**src/rtl/grey_pkg.sv**
```systemverilog
// grey_pkg: width defaults plus grey decode and popcount helpers for grey_ptr_sync (GREY_SYNC_ERR_CHECK_EN).
package grey_pkg;
  localparam int DEF_N = 8;
  localparam int DEF_SYNC_STAGES = 2;
  function automatic logic [31:0] grey_to_bin(input logic [31:0] g);
    logic [31:0] b;
    b[31] = g[31];
    for (int i = 30; i >= 0; i--) b[i] = b[i+1] ^ g[i];
    return b;
  endfunction
  function automatic int popcount(input logic [31:0] v);
    int c;
    c = 0;
    for (int i = 0; i < 32; i++) c += int'(v[i]);
    return c;
  endfunction
endpackage

```
**src/rtl/grey_to_bin_nbits.sv**
```systemverilog
// grey_to_bin_nbits: combinational N-bit grey-to-binary decoder.
module grey_to_bin_nbits import grey_pkg::*; #(
  parameter int N = DEF_N
) (
  input  logic [N-1:0] g,
  output logic [N-1:0] b
);
  assign b = N'(grey_to_bin(32'(g)));
endmodule

```
**src/rtl/grey_ptr_sync.sv**
```systemverilog
// grey_ptr_sync: grey pointer CDC synchroniser with binary decode, delta and optional multi-bit error flag (GREY_SYNC_ERR_CHECK_EN).
module grey_ptr_sync import grey_pkg::*; #(
  parameter int N = DEF_N,
  parameter int SYNC_STAGES = DEF_SYNC_STAGES
) (
  input  logic         clk,
  input  logic         rst_n,
  input  logic [N-1:0] grey_async,
  input  logic         err_clr,
  output logic [N-1:0] grey_sync,
  output logic [N-1:0] bin_out,
  output logic         upd,
  output logic [N-1:0] delta,
  output logic         err
);
  logic [N-1:0] sync_q [SYNC_STAGES];
  logic [N-1:0] sync_d [SYNC_STAGES];
  logic [N-1:0] prev_q, prev_d, bin_q, bin_d, delta_q, delta_d, dec;
  logic         upd_q, upd_d, changed;
  assign sync_d[0] = grey_async;
  for (genvar s = 1; s < SYNC_STAGES; s++) begin : g_chain
    assign sync_d[s] = sync_q[s-1];
  end
  assign grey_sync = sync_q[SYNC_STAGES-1];
  grey_to_bin_nbits #(.N(N)) u_dec (.g(grey_sync), .b(dec));
  always_comb begin
    changed = grey_sync != prev_q;
    prev_d  = grey_sync;
    bin_d   = changed ? dec : bin_q;
    delta_d = changed ? dec - bin_q : delta_q;
    upd_d   = changed;
  end
  always_ff @(posedge clk or negedge rst_n) begin
    if (!rst_n) begin
      sync_q  <= '{default: '0};
      prev_q  <= '0;
      bin_q   <= '0;
      delta_q <= '0;
      upd_q   <= 1'b0;
    end else begin
      sync_q  <= sync_d;
      prev_q  <= prev_d;
      bin_q   <= bin_d;
      delta_q <= delta_d;
      upd_q   <= upd_d;
    end
  end
  assign bin_out = bin_q;
  assign delta   = delta_q;
  assign upd     = upd_q;
`ifdef GREY_SYNC_ERR_CHECK_EN
  logic err_q, err_d;
  // a fresh multi-bit error takes priority over a coincident clear
  always_comb err_d = (changed && popcount(32'(grey_sync ^ prev_q)) > 1) ? 1'b1 : err_clr ? 1'b0 : err_q;
  always_ff @(posedge clk or negedge rst_n) begin
    if (!rst_n) err_q <= 1'b0;
    else err_q <= err_d;
  end
  assign err = err_q;
`else
  logic unused_err_clr;
  assign unused_err_clr = err_clr;
  assign err = 1'b0;
`endif
endmodule

```
**config.mk**
```make
export PLATFORM = sky130hd
export DESIGN_NAME = grey_ptr_sync
export DESIGN_NICKNAME = d
export VERILOG_FILES = /design/src/rtl/grey_pkg.sv /design/src/rtl/grey_to_bin_nbits.sv /design/src/rtl/grey_ptr_sync.sv
export SDC_FILE = /design/constraint.sdc
export NUM_CORES = 1
export LEC_CHECK = 0
export CAP_MARGIN = 10
export CELL_PAD_IN_SITES_DETAIL_PLACEMENT = 0
export CELL_PAD_IN_SITES_GLOBAL_PLACEMENT = 2
export CORE_MARGIN = 1.5
export CORE_UTILIZATION = 31
export DETAILED_ROUTE_END_ITERATION = 12
export PLACE_DENSITY_LB_ADDON = 0.1
export SLEW_MARGIN = 40
export SYNTH_ARGS = -nofsm -noshare
export SYNTH_HDL_FRONTEND = slang
export SYNTH_HIERARCHICAL = 1
export SYNTH_SLANG_ARGS = --single-unit
```
**constraint.sdc**
```tcl
create_clock -name clk -period 3.3 [get_ports clk]
set_clock_uncertainty 0.05 [all_clocks]
set_input_delay 0.99 -clock clk [delete_from_list [all_inputs] [get_ports clk]]
set_output_delay 0.99 -clock clk [all_outputs]
set_load 0.01 [all_outputs]
```
==> metrics.log, run 1 <==
[metrics] top post-synthesis cells by count: 41 x dfrtp_1, 13 x inv_1, 11 x xor2_1, 9 x mux2_4
[metrics] flop and latch count out of synthesis: 41
[metrics] Setup-failing EPs final: 0
[metrics] antenna-violating nets left: 0
[metrics] first-pass GRT wire length: 6.09 mm
[metrics] Critical-path top delay cell: or3b_2
[metrics] I/O Buffers: 34
[metrics] final antenna diode count: 0
[metrics] # H-tree levels: 2
[metrics] remaining max-slew budget at the tightest pin: 0.654
[metrics] share of the yosys chip area belonging to registers: 0.542
[metrics] CTS buffer count: 5
[metrics] via count of the first global-routing pass: 1287
[metrics] number of distinct standard cells referenced by the synthesized netlist: 36
[metrics] library cell used as clock root buffer: clkbuf_8
[metrics] area of the core: 0.00592 mm²
[metrics] Initial Utilization: 0.320
[metrics] estimated wirelength of the detail-placed design: 2.67 mm
[metrics] insertion delay to the later sink of the worst-skew pair: 0.29 ns
[metrics] final critical-path share of the clock period: 0.933
[metrics] Avg Cell Area, Syn: 13.0 µm²
[metrics] most common cell in the netlist: dfrtp_1
[metrics] number of buffers inserted to repair setup after CTS: 0
[metrics] First-pass DRT Iterations: 4
[metrics] Top FF cell, synth: dfrtp_1
[metrics] die span in y: 81.2 µm
[metrics] slew of the pin with the lowest slew margin: 0.519 ns
[metrics] worst hold path startpoint: sync_d[1]$_DFF_PN0_
[metrics] total cell area at the placement stage: 0.00237 mm²
[metrics] gr ovfl total: 0
[metrics] fraction of synthesized cell area taken by the top area cell type: 0.542
[metrics] Period minus WS final: 3.08 ns
[metrics] TritonCTS clock tree: built
[metrics] capturing element type of the critical path: flip-flop
[metrics] top cell family by delay on the critical path: XOR/XNOR gates
[metrics] Net Count, Synth: 165
[metrics] cell taking the most area after synthesis: dfrtp_1
[metrics] average via count per standard cell: 4.59
[metrics] number of antenna violations at the first check in global routing: 0
[metrics] count of clock tree sinks: 41
[metrics] unrepaired setup endpoints after global routing: false
[metrics] leakage power: 1.12 nW
[metrics] die width: 81.2 µm
[metrics] sink of the worst hold path: grey_sync[1]$_DFF_PN0_
[metrics] share of layout cells above drive strength 1: 0.190
[metrics] Final GP Congestion: 0.755
[metrics] cts hold-fix bufs: 0
[metrics] run status: completed
[metrics] Max rail drop VDD: 0.252 mV
[metrics] number of rows in the core area: 28
[metrics] gr usage total: 0.125
[metrics] highest attainable clock frequency: 325 MHz
[metrics] routed length per placed instance: 13.6 µm
[metrics] required time at the worst-slack endpoint: 3.44 ns
[metrics] MaxCap Viol Count: 0
[metrics] worst hold path stage count: 0
[metrics] maximum count of clock buffers along a single path: 2
[metrics] non-filler cells, final: 270
[metrics] share of flip-flops with an asynchronous set or reset: 1.00
[metrics] post-route cell area: 0.00249 mm²
[metrics] Synth Instances: 146
[metrics] R2R Path Start: grey_sync[6]$_DFF_PN0_
[metrics] final hold violations: 0
[metrics] top post-synthesis cells by area: dfrtp_1 54%, mux2_4 7.1%, xor2_1 5.1%
[metrics] Die Area: 0.00659 mm²
[metrics] Worst setup SP type: flip-flop
[metrics] worst setup path category: flip-flop to flip-flop
[metrics] Max FO, Critical Path: 3
[metrics] net count reported at finish: 213
[metrics] clock edge transition at the registers on the reported setup and hold paths: 0.09 ns
[metrics] Syn-to-layout area delta: 31.7%
[metrics] crit-path cells: xnor2_2 -> xnor3_2 -> xnor2_1 -> inv_1 -> ha_1 -> inv_1 -> fa_1 -> a211oi_2 -> nor3_1 -> or3b_2 -> mux2_4
[metrics] I/O pin count: 37
[metrics] DRC: 0
[metrics] Cells after DPL: 262
[metrics] total power per unit cell area: 711 mW/mm²
[metrics] CP Data Arrival Time: 3.22 ns
[metrics] slack of the worst reg-to-reg path: 0.22 ns
[metrics] aggregate negative setup slack: 0 ns
[metrics] length in cells of the worst reg-to-reg path: 11
[metrics] wire length reported by the detailed router: 3.68 mm
[metrics] class of the worst hold path: flip-flop to flip-flop
[metrics] cell with the most instances on the worst path: inv_1
[metrics] total of warnings raised by yosys: 6
[metrics] critical path's largest stage delay: 0.44 ns
[metrics] number of enable-type register cells in the synthesized netlist: 0
[metrics] Mapped Area: 0.00189 mm²
[metrics] final slew viol count: 0
[metrics] number of DRC violations after detailed-routing iteration 0: 31
[metrics] destination of the worst register-to-register timing path: delta[6]$_DFFE_PN0P_
[metrics] DR vias: 1239
[metrics] pin count of the biggest net entering global routing: 42
[metrics] number of buffer and inverter stages on the critical path: 2
==> routing by layer <==
| layer | part of all wire | vias up | GRT usage |
|---|---|---|---|
| met5 | 0 | - | 0 |
| met2 | 0.49 | 28 | 0.207 |
| met4 | 0.0079 | 0 | 0.0379 |
| met3 | 0.039 | 4 | 0.0360 |
| li1 | - | 603 | - |
| met1 | 0.46 | 604 | 0.157 |
==> registers in the layout (all words and copies together) (netlist names) <==
signal / cells
upd: 1
grey_sync: 8
bin_out: 8
prev_q: 8
delta: 8
sync_d: 8
==> power breakdown <==
| group | switching [W] | total (W) | leakage (nW) | internal [W] |
|---|---|---|---|---|
| registers | 0.0000571 | 0.000650 | 0.474 | 0.000593 |
| logic | 0.000319 | 0.000716 | 0.592 | 0.000397 |
| clock network | 0.000183 | 0.000409 | 0.0543 | 0.000226 |
==> through the flow <==
step                       util  total power (W)  hold slack, ns  setup WS, ns
final                     0.421          0.00177           0.302         0.221
after CTS                 0.421          0.00180           0.304         0.103
after global routing      0.421          0.00190           0.312        0.0163
after global placement    0.401          0.00136           0.282         0.114
after floorplan               -          0.00108           0.281         0.146
after detailed placement  0.401          0.00138           0.285         0.106
==> cells by family after synthesis <==
group           count (synthesis)  share of synthesized area
compound gates                 26                     0.0958
fa+ha+maj                       8                     0.0568
xor+xnor                       21                      0.109
other cells                     1                    0.00198
flops                          41                      0.542
buf+inv                        17                     0.0443
simple gates                   23                     0.0793
mux                             9                     0.0713
==> worst max path at each step <==
stage	start	end	slack [ns]	cells past startpoint
3_3_place_gp	grey_sync[6]$_DFF_PN0_	delta[6]$_DFFE_PN0P_	0.11	11
3_5_place_dp	grey_sync[4]$_DFF_PN0_	delta[6]$_DFFE_PN0P_	0.11	11
2_1_floorplan	grey_sync[6]$_DFF_PN0_	delta[6]$_DFFE_PN0P_	0.15	11
5_1_grt	grey_sync[4]$_DFF_PN0_	delta[6]$_DFFE_PN0P_	0.02	11
6_report	grey_sync[6]$_DFF_PN0_	delta[6]$_DFFE_PN0P_	0.22	11
4_1_cts	grey_sync[4]$_DFF_PN0_	delta[6]$_DFFE_PN0P_	0.10	11
==> cells in the final DEF (no fill, tap or decap), drive strengths merged, types with 4 or more instances in the layout <==
cell and n:
clkbuf 5, nand3 8, buf 11, a21o 4, a211oi 4, o21ai 7, ha 7, mux2 9
xnor2 9, dfrtp 41, clkdlybuf4s50 33, inv 14, xor2 11
==> final cells by class <==
cell class | instances | area (µm²)
Clock inverter | 3 | 46.3
Timing Repair Buffer | 44 | 413
Clock buffer | 5 | 68.8
Inverter | 14 | 57.6
Fill cell | 559 | 3430
Sequential cell | 41 | 1030
Multi-Input combinational cell | 88 | 790
Tap cell | 75 | 93.8
==> what timing repair did <==
item,in CTS,in global routing
endpoints found under the setup margin,0,1
gates resized for setup,0,1
endpoints found under the hold margin,0,0
Note: power is estimated with default switching activity, not from simulation.
==> inputs of run 2 (changes only) <==
--- a/config.mk
+++ b/config.mk
@@ -9,10 +9,9 @@
 export CELL_PAD_IN_SITES_DETAIL_PLACEMENT = 0
 export CELL_PAD_IN_SITES_GLOBAL_PLACEMENT = 2
 export CORE_MARGIN = 1.5
-export CORE_UTILIZATION = 31
+export CORE_UTILIZATION = 30
 export DETAILED_ROUTE_END_ITERATION = 12
 export PLACE_DENSITY_LB_ADDON = 0.1
-export SLEW_MARGIN = 40
 export SYNTH_ARGS = -nofsm -noshare
 export SYNTH_HDL_FRONTEND = slang
 export SYNTH_HIERARCHICAL = 1
==> metrics.log, run 2 (synthesized netlist as in run 1, its figures left out) <==
[metrics] Max rail drop VDD: 0.255 mV
[metrics] final worst slack: 0.211 ns
[metrics] final slew viol count: 0
[metrics] Critical-path top delay cell: or3b_2
[metrics] number of DRC violations after detailed-routing iteration 0: 25
[metrics] post-cts repair resize count: 0
[metrics] final antenna diode count: 0
[metrics] estimated wirelength of the detail-placed design: 2.63 mm
[metrics] cell with the most instances on the worst path: inv_1
[metrics] die span in y: 82.5 µm
[metrics] class of the worst hold path: flip-flop to flip-flop
[metrics] total cell area at the placement stage: 0.00236 mm²
[metrics] insertion delay to the later sink of the worst-skew pair: 0.29 ns
[metrics] share of layout cells above drive strength 1: 0.176
[metrics] CP Data Arrival Time: 3.21 ns
[metrics] core occupancy in the finished layout: 0.411
[metrics] capturing element type of the critical path: flip-flop
[metrics] die width: 82.5 µm
[metrics] slew of the pin with the lowest slew margin: 0.900 ns
[metrics] net switching share of the total power: 0.312
[metrics] Pint: 0.00120 W
[metrics] number of rows in the core area: 28
[metrics] number of buffers inserted to repair setup after CTS: 0
[metrics] post-route cell area: 0.00247 mm²
[metrics] post-layout power: 0.00175 W
[metrics] total power per unit cell area: 708 mW/mm²
[metrics] final hold violations: 0
[metrics] Syn-to-layout area delta: 30.6%
[metrics] Die Area: 0.00680 mm²
[metrics] Setup-failing EPs final: 0
[metrics] net count reported at finish: 211
[metrics] crit-path cells: xnor2_2 -> xnor3_2 -> xnor2_1 -> inv_1 -> ha_1 -> inv_1 -> fa_1 -> a211oi_2 -> nor3_1 -> or3b_2 -> mux2_4
[metrics] Seq pwr share: 0.371
[metrics] critical path's largest stage delay: 0.45 ns
[metrics] MaxCap Viol Count: 0
[metrics] unrepaired setup endpoints after global routing: false
[metrics] worst setup path category: flip-flop to flip-flop
[metrics] clock network power share: 0.229
[metrics] clock edge transition at the registers on the reported setup and hold paths: 0.08 ns
[metrics] pin count of the biggest net entering global routing: 42
[metrics] # H-tree levels: 2
[metrics] First-pass DRT Iterations: 4
[metrics] area of the multi-input gates: 790 µm²
[metrics] Worst setup SP type: flip-flop
[metrics] CTS buffer count: 5
[metrics] required time at the worst-slack endpoint: 3.43 ns
[metrics] first-pass GRT wire length: 6.18 mm
[metrics] I/O Buffers: 34
[metrics] average via count per standard cell: 4.49
[metrics] cts hold-fix bufs: 0
[metrics] leakage power: 1.11 nW
[metrics] area of the core: 0.00603 mm²
[metrics] DRC: 0
[metrics] TritonCTS clock tree: built
[metrics] area taken by flip-flops and latches: 0.00103 mm²
[metrics] count of clock tree sinks: 41
[metrics] Max FO, Critical Path: 4
[metrics] DR vias: 1204
[metrics] Initial Utilization: 0.314
[metrics] combinational group share of total power: 0.401
[metrics] Final GP Congestion: 0.761
[metrics] minimum setup slack after placement: 0.0711 ns
[metrics] gr usage total: 0.123
[metrics] library cell used as clock root buffer: clkbuf_8
[metrics] gr ovfl total: 0
[metrics] layout filler cell count: 591
[metrics] run status: completed
[metrics] highest attainable clock frequency: 324 MHz
[metrics] number of antenna violations at the first check in global routing: 0
[metrics] slack of the worst reg-to-reg path: 0.21 ns
[metrics] aggregate negative setup slack: 0 ns
[metrics] remaining max-slew budget at the tightest pin: 0.400
[metrics] Sw Pwr: 0.000546 W
[metrics] maximum count of clock buffers along a single path: 2
[metrics] wire length reported by the detailed router: 3.62 mm
[metrics] highest-count cells in the layout ignoring fill and taps: 41 x dfrtp_1, 33 x clkdlybuf4s50_1, 13 x inv_1
[metrics] routed length per placed instance: 13.5 µm
[metrics] via count of the first global-routing pass: 1307
[metrics] antenna-violating nets left: 0
[metrics] final critical-path share of the clock period: 0.936
[metrics] most common cell after layout, fill and taps aside: dfrtp_1
[metrics] Period minus WS final: 3.09 ns
[metrics] I/O pin count: 37
run 2: cell types whose count changed in the layout (fill, tap and decap cells not counted), sizes merged:
cell / delta
clkinvlp: -1
clkbuf: +1
buf: -2
run 2: worst paths after layout:
| path | to | depth (start not counted) | startpoint |
|---|---|---|---|
| min | grey_sync[2]$_DFF_PN0_ | 0 | sync_d[2]$_DFF_PN0_ |
| max in group asynchronous | prev_q[7]$_DFF_PN0_ | 1 | rst_n |
| min in group asynchronous | delta[1]$_DFFE_PN0P_ | 1 | rst_n |
| max reg2reg | delta[6]$_DFFE_PN0P_ | 11 | grey_sync[6]$_DFF_PN0_ |
| min reg2reg | grey_sync[2]$_DFF_PN0_ | 0 | sync_d[2]$_DFF_PN0_ |
| max | delta[6]$_DFFE_PN0P_ | 11 | grey_sync[6]$_DFF_PN0_ |
run 2: worst max-delay path, delay by kind of cell, from the launching register on:
family | cells | cell delay [ns]
adders and majority gates | 2 | 0.56
DFF | 1 | 0.41
muxes | 1 | 0.26
AOI/OAI and AO/OA | 1 | 0.25
xor gates and xnor gates | 3 | 0.78
and+or+nand+nor | 2 | 0.54
buffers and inverters | 2 | 0.12
run 2: cell type report:
type	count	share of cell area
Timing Repair Buffer	42	0.160
Inverter	14	0.0233
Sequential cell	41	0.415
Clock inverter	2	0.0157
Tap cell	75	0.0379
Multi-Input combinational cell	88	0.319
Clock buffer	6	0.0293
run 2: power groups by stage:
stage          Sequential, W  Combinational (W)  Clock, W
2_1_floorplan       0.000690           0.000389         0
4_1_cts             0.000652           0.000708  0.000416
5_1_grt             0.000663           0.000782  0.000441
6_report            0.000649           0.000701  0.000400
3_5_place_dp        0.000661           0.000706         0
3_3_place_gp        0.000654           0.000695         0
run 2: through the flow:
step | instances | hold slack [ns]
2_1_floorplan | 146 | 0.281
3_3_place_gp | 260 | 0.283
3_5_place_dp | 260 | 0.286
4_1_cts | 268 | 0.305
5_1_grt | 268 | 0.315
6_report | 268 | 0.304
run 2: routing by layer:
layer,GRT usage,share of wire,vias to the layer above
met5,0,0,-
met4,0.0407,0.013,0
met3,0.0352,0.037,8
met2,0.202,0.48,33
met1,0.154,0.47,570
li1,-,-,593
==> RTL edit, RTL diff (settings of run 1) <==
The option `GREY_SYNC_ERR_CHECK_EN` is turned on by a define.
--- a/src/rtl/grey_ptr_sync.sv
+++ b/src/rtl/grey_ptr_sync.sv
@@ -1,3 +1,5 @@
 // grey_ptr_sync: grey pointer CDC synchroniser with binary decode, delta and optional multi-bit error flag (GREY_SYNC_ERR_CHECK_EN).
+`define GREY_SYNC_ERR_CHECK_EN
+
 module grey_ptr_sync import grey_pkg::*; #(
   parameter int N = DEF_N,
Check against the original RTL: not equivalent (Yosys sat finds a counterexample within 4 cycles, from zero or initial values and one cycle with rst_n low).
==> RTL edit against run 1 <==
  * Sequential cell count grew 1
  * Routed wire length is essentially flat
  * Sequential share of layout area grew 0.96 points
  * Worst setup slack lost 0.13 ns
  * Critical path depth is the same
  * Combinational power grew 1%
  * Largest cell class unchanged
  * Cell count grew 3.7%
  * Total power shrank 1.1%
  * Area after synthesis grew 1.8%
  * Sequential power grew 2%
  * Fmax shrank 4.0%
  * Cell area grew 0.10%
==> RTL edit: results (changes against run 1) <==
[global_route]
grt_max_degree = 43  ; +2.4%
grt_pass1_vias = 1308  ; +1.6%
antenna_found_initial = 0  ; unchanged
grt_usage_pct = 12.82  ; +0.35 points
grt_pass1_wl_um = 6313  ; +3.7%

[synth]
async_flop_share_pct = 100.0  ; unchanged
synth.distinct_cells = 30  ; -17%
yosysSeqAreaShare_pct = 54.47  ; +0.31 points
syn_inst = 162  ; +11%
syn_nets = 188  ; +14%
yosysWarnings = 6  ; unchanged
yosysMostFrequentCell = dfrtp_1
synth_area_leaders = dfrtp_1 54%, ha_1 6.5%, fa_1 5.2%
synthTopCellsByCount = 42 x dfrtp_1, 18 x inv_1, 12 x a21oi_1, 11 x o21ai_0, 11 x xnor2_1

[placed_design]
hpwl_um = 2590  ; -3.0%
port-buffer-count = 36  ; +5.9%
place_area_um2 = 2380  ; +0.21%
gp_congestion = 0.7740  ; +2.5%
dp_cells = 272  ; +3.8%

[route]
drt-total-wl_um = 3682  ; about the same
wl_met3_um = 206  ; +43%
drt_iter0_markers = 37  ; +19%
wl_met2_um = 1705  ; -6.1%
vias = 1243  ; +0.32%
wl_met1_um = 1708  ; +1.2%
highest-signal-layer = met4
avgRoutedWirePerCell_um = 13.15  ; -3.5%
dr.pass1.iters = 4  ; unchanged

[worst_setup_path]
slowest_stage = fa_1
critPathArrivalTime_ns = 3.35  ; +0.13 ns
reg2reg_depth = 11  ; unchanged
crit_fanout = 2  ; -1
critPathMaxStageDelay_ns = 0.52  ; +0.08 ns

[clock_tree]
clk-insertion-delay-late_ns = 0.31  ; +0.02 ns
cts-htree-levels = 2  ; unchanged
clk_path_buf_depth = 2  ; unchanged
root_buffer = clkbuf_8
numCtsBuffers = 5  ; unchanged
clk_pin_slew_worst_paths_ns = 0.10

[min_path]
hold_path.class = reg2reg
holdPathStages = 0  ; unchanged

[finish]
diodes = 0  ; unchanged
drive_gt1_share_pct = 11.71  ; -7.3 points
final_net_count = 230  ; +8.0%

[pwr]
p_leak_nw = 1.144  ; +2.1%
vdd.ir_drop.worst_uv = 277.4  ; +10%
netSwitchingFraction_pct = 34.41  ; +2.9 points

[outcome]
status = complete, no violations

[timing]
max_slew_margin_pct = 63.72  ; -1.7 points

## RTL edit: changes by cell type after synthesis, moves of 4 or more
cell and change:
a21oi_1 +10, nand2_1 +9, mux2_4 -7, nand3_1 -7, nor2_1 +7, inv_1 +5, a211oi_1 -4, a21o_1 -4
fa_1 +4, o21ai_0 +4
## RTL edit: worst max-delay path, delay by kind of cell (launching register included)
kind / cells / cell delay, ns
adders and majority gates: 5 / 1.95
DFF: 1 / 0.41
AOI/OAI and AO/OA: 3 / 0.37
xor gates and xnor gates: 1 / 0.19
buffers and inverters: 2 / 0.13
## RTL edit: cell families (layout without fill, tap and decap cells)
logic type,Yosys count,count (layout),share of synthesized area [%]
AO/OA/AOI/OAI,31,31,9.274
XOR/XNOR,22,22,11.15
adder cells (fa/ha/maj),15,15,11.67
buffers and inverters,23,66,5.188
flip-flops,42,42,54.47
multiplexers,3,3,2.140
AND/OR/NAND/NOR,26,26,6.096
## RTL edit: worst paths after layout
check	end	from	slack [ns]
max in group asynchronous	prev_q[4]$_DFF_PN0_	rst_n	2.21
min	grey_sync[4]$_DFF_PN0_	sync_d[4]$_DFF_PN0_	0.31
max	err$_DFFE_PN0P_	prev_q[2]$_DFF_PN0_	0.09
min in group asynchronous	prev_q[7]$_DFF_PN0_	rst_n	0.60
min reg2reg	grey_sync[4]$_DFF_PN0_	sync_d[4]$_DFF_PN0_	0.31
max reg2reg	err$_DFFE_PN0P_	prev_q[2]$_DFF_PN0_	0.09
## RTL edit: cell type report
type                    instances  area, um^2
repair buffers                 40       387.9
well taps                      75       93.84
inverters                      18       67.56
fillers                       603        3458
flip-flops and latches         42        1051
clock inverters                 3       26.28
clock buffers                   5       68.82
multi-input cells              97       802.0
## RTL edit: routing by layer
metal | vias up | track usage [%]
li1 | 608 | -
met1 | 598 | 15.99
met2 | 32 | 20.16
met3 | 5 | 4.222
met4 | 0 | 5.593
met5 | - | 0
## RTL edit: stage by stage
step	setup WS (ns)	TNS [ns]
after floorplan	0.03925	0
after global placement	0.08596	0
after detailed placement	0.008956	0
after CTS	0.009311	0
after global routing	-0.005226	-0.005226
final	0.09308	0
## RTL edit: power by group through the flow
stage | logic [W] | registers, W | clock network [W]
floorplan | 0.000397 | 0.000707 | 0
global placement | 0.000703 | 0.000669 | 0
detailed placement | 0.000712 | 0.000673 | 0
CTS | 0.000722 | 0.000664 | 0.000385
global route | 0.000821 | 0.000674 | 0.000405
finish | 0.000726 | 0.000661 | 0.000368
## RTL edit: what timing repair did
action,4_1_cts,5_1_grt
setup buffers,0,0
resized for setup,2,5
pin swaps,1,1
setup endpoints to repair,1,1
endpoints found under the hold margin,0,0
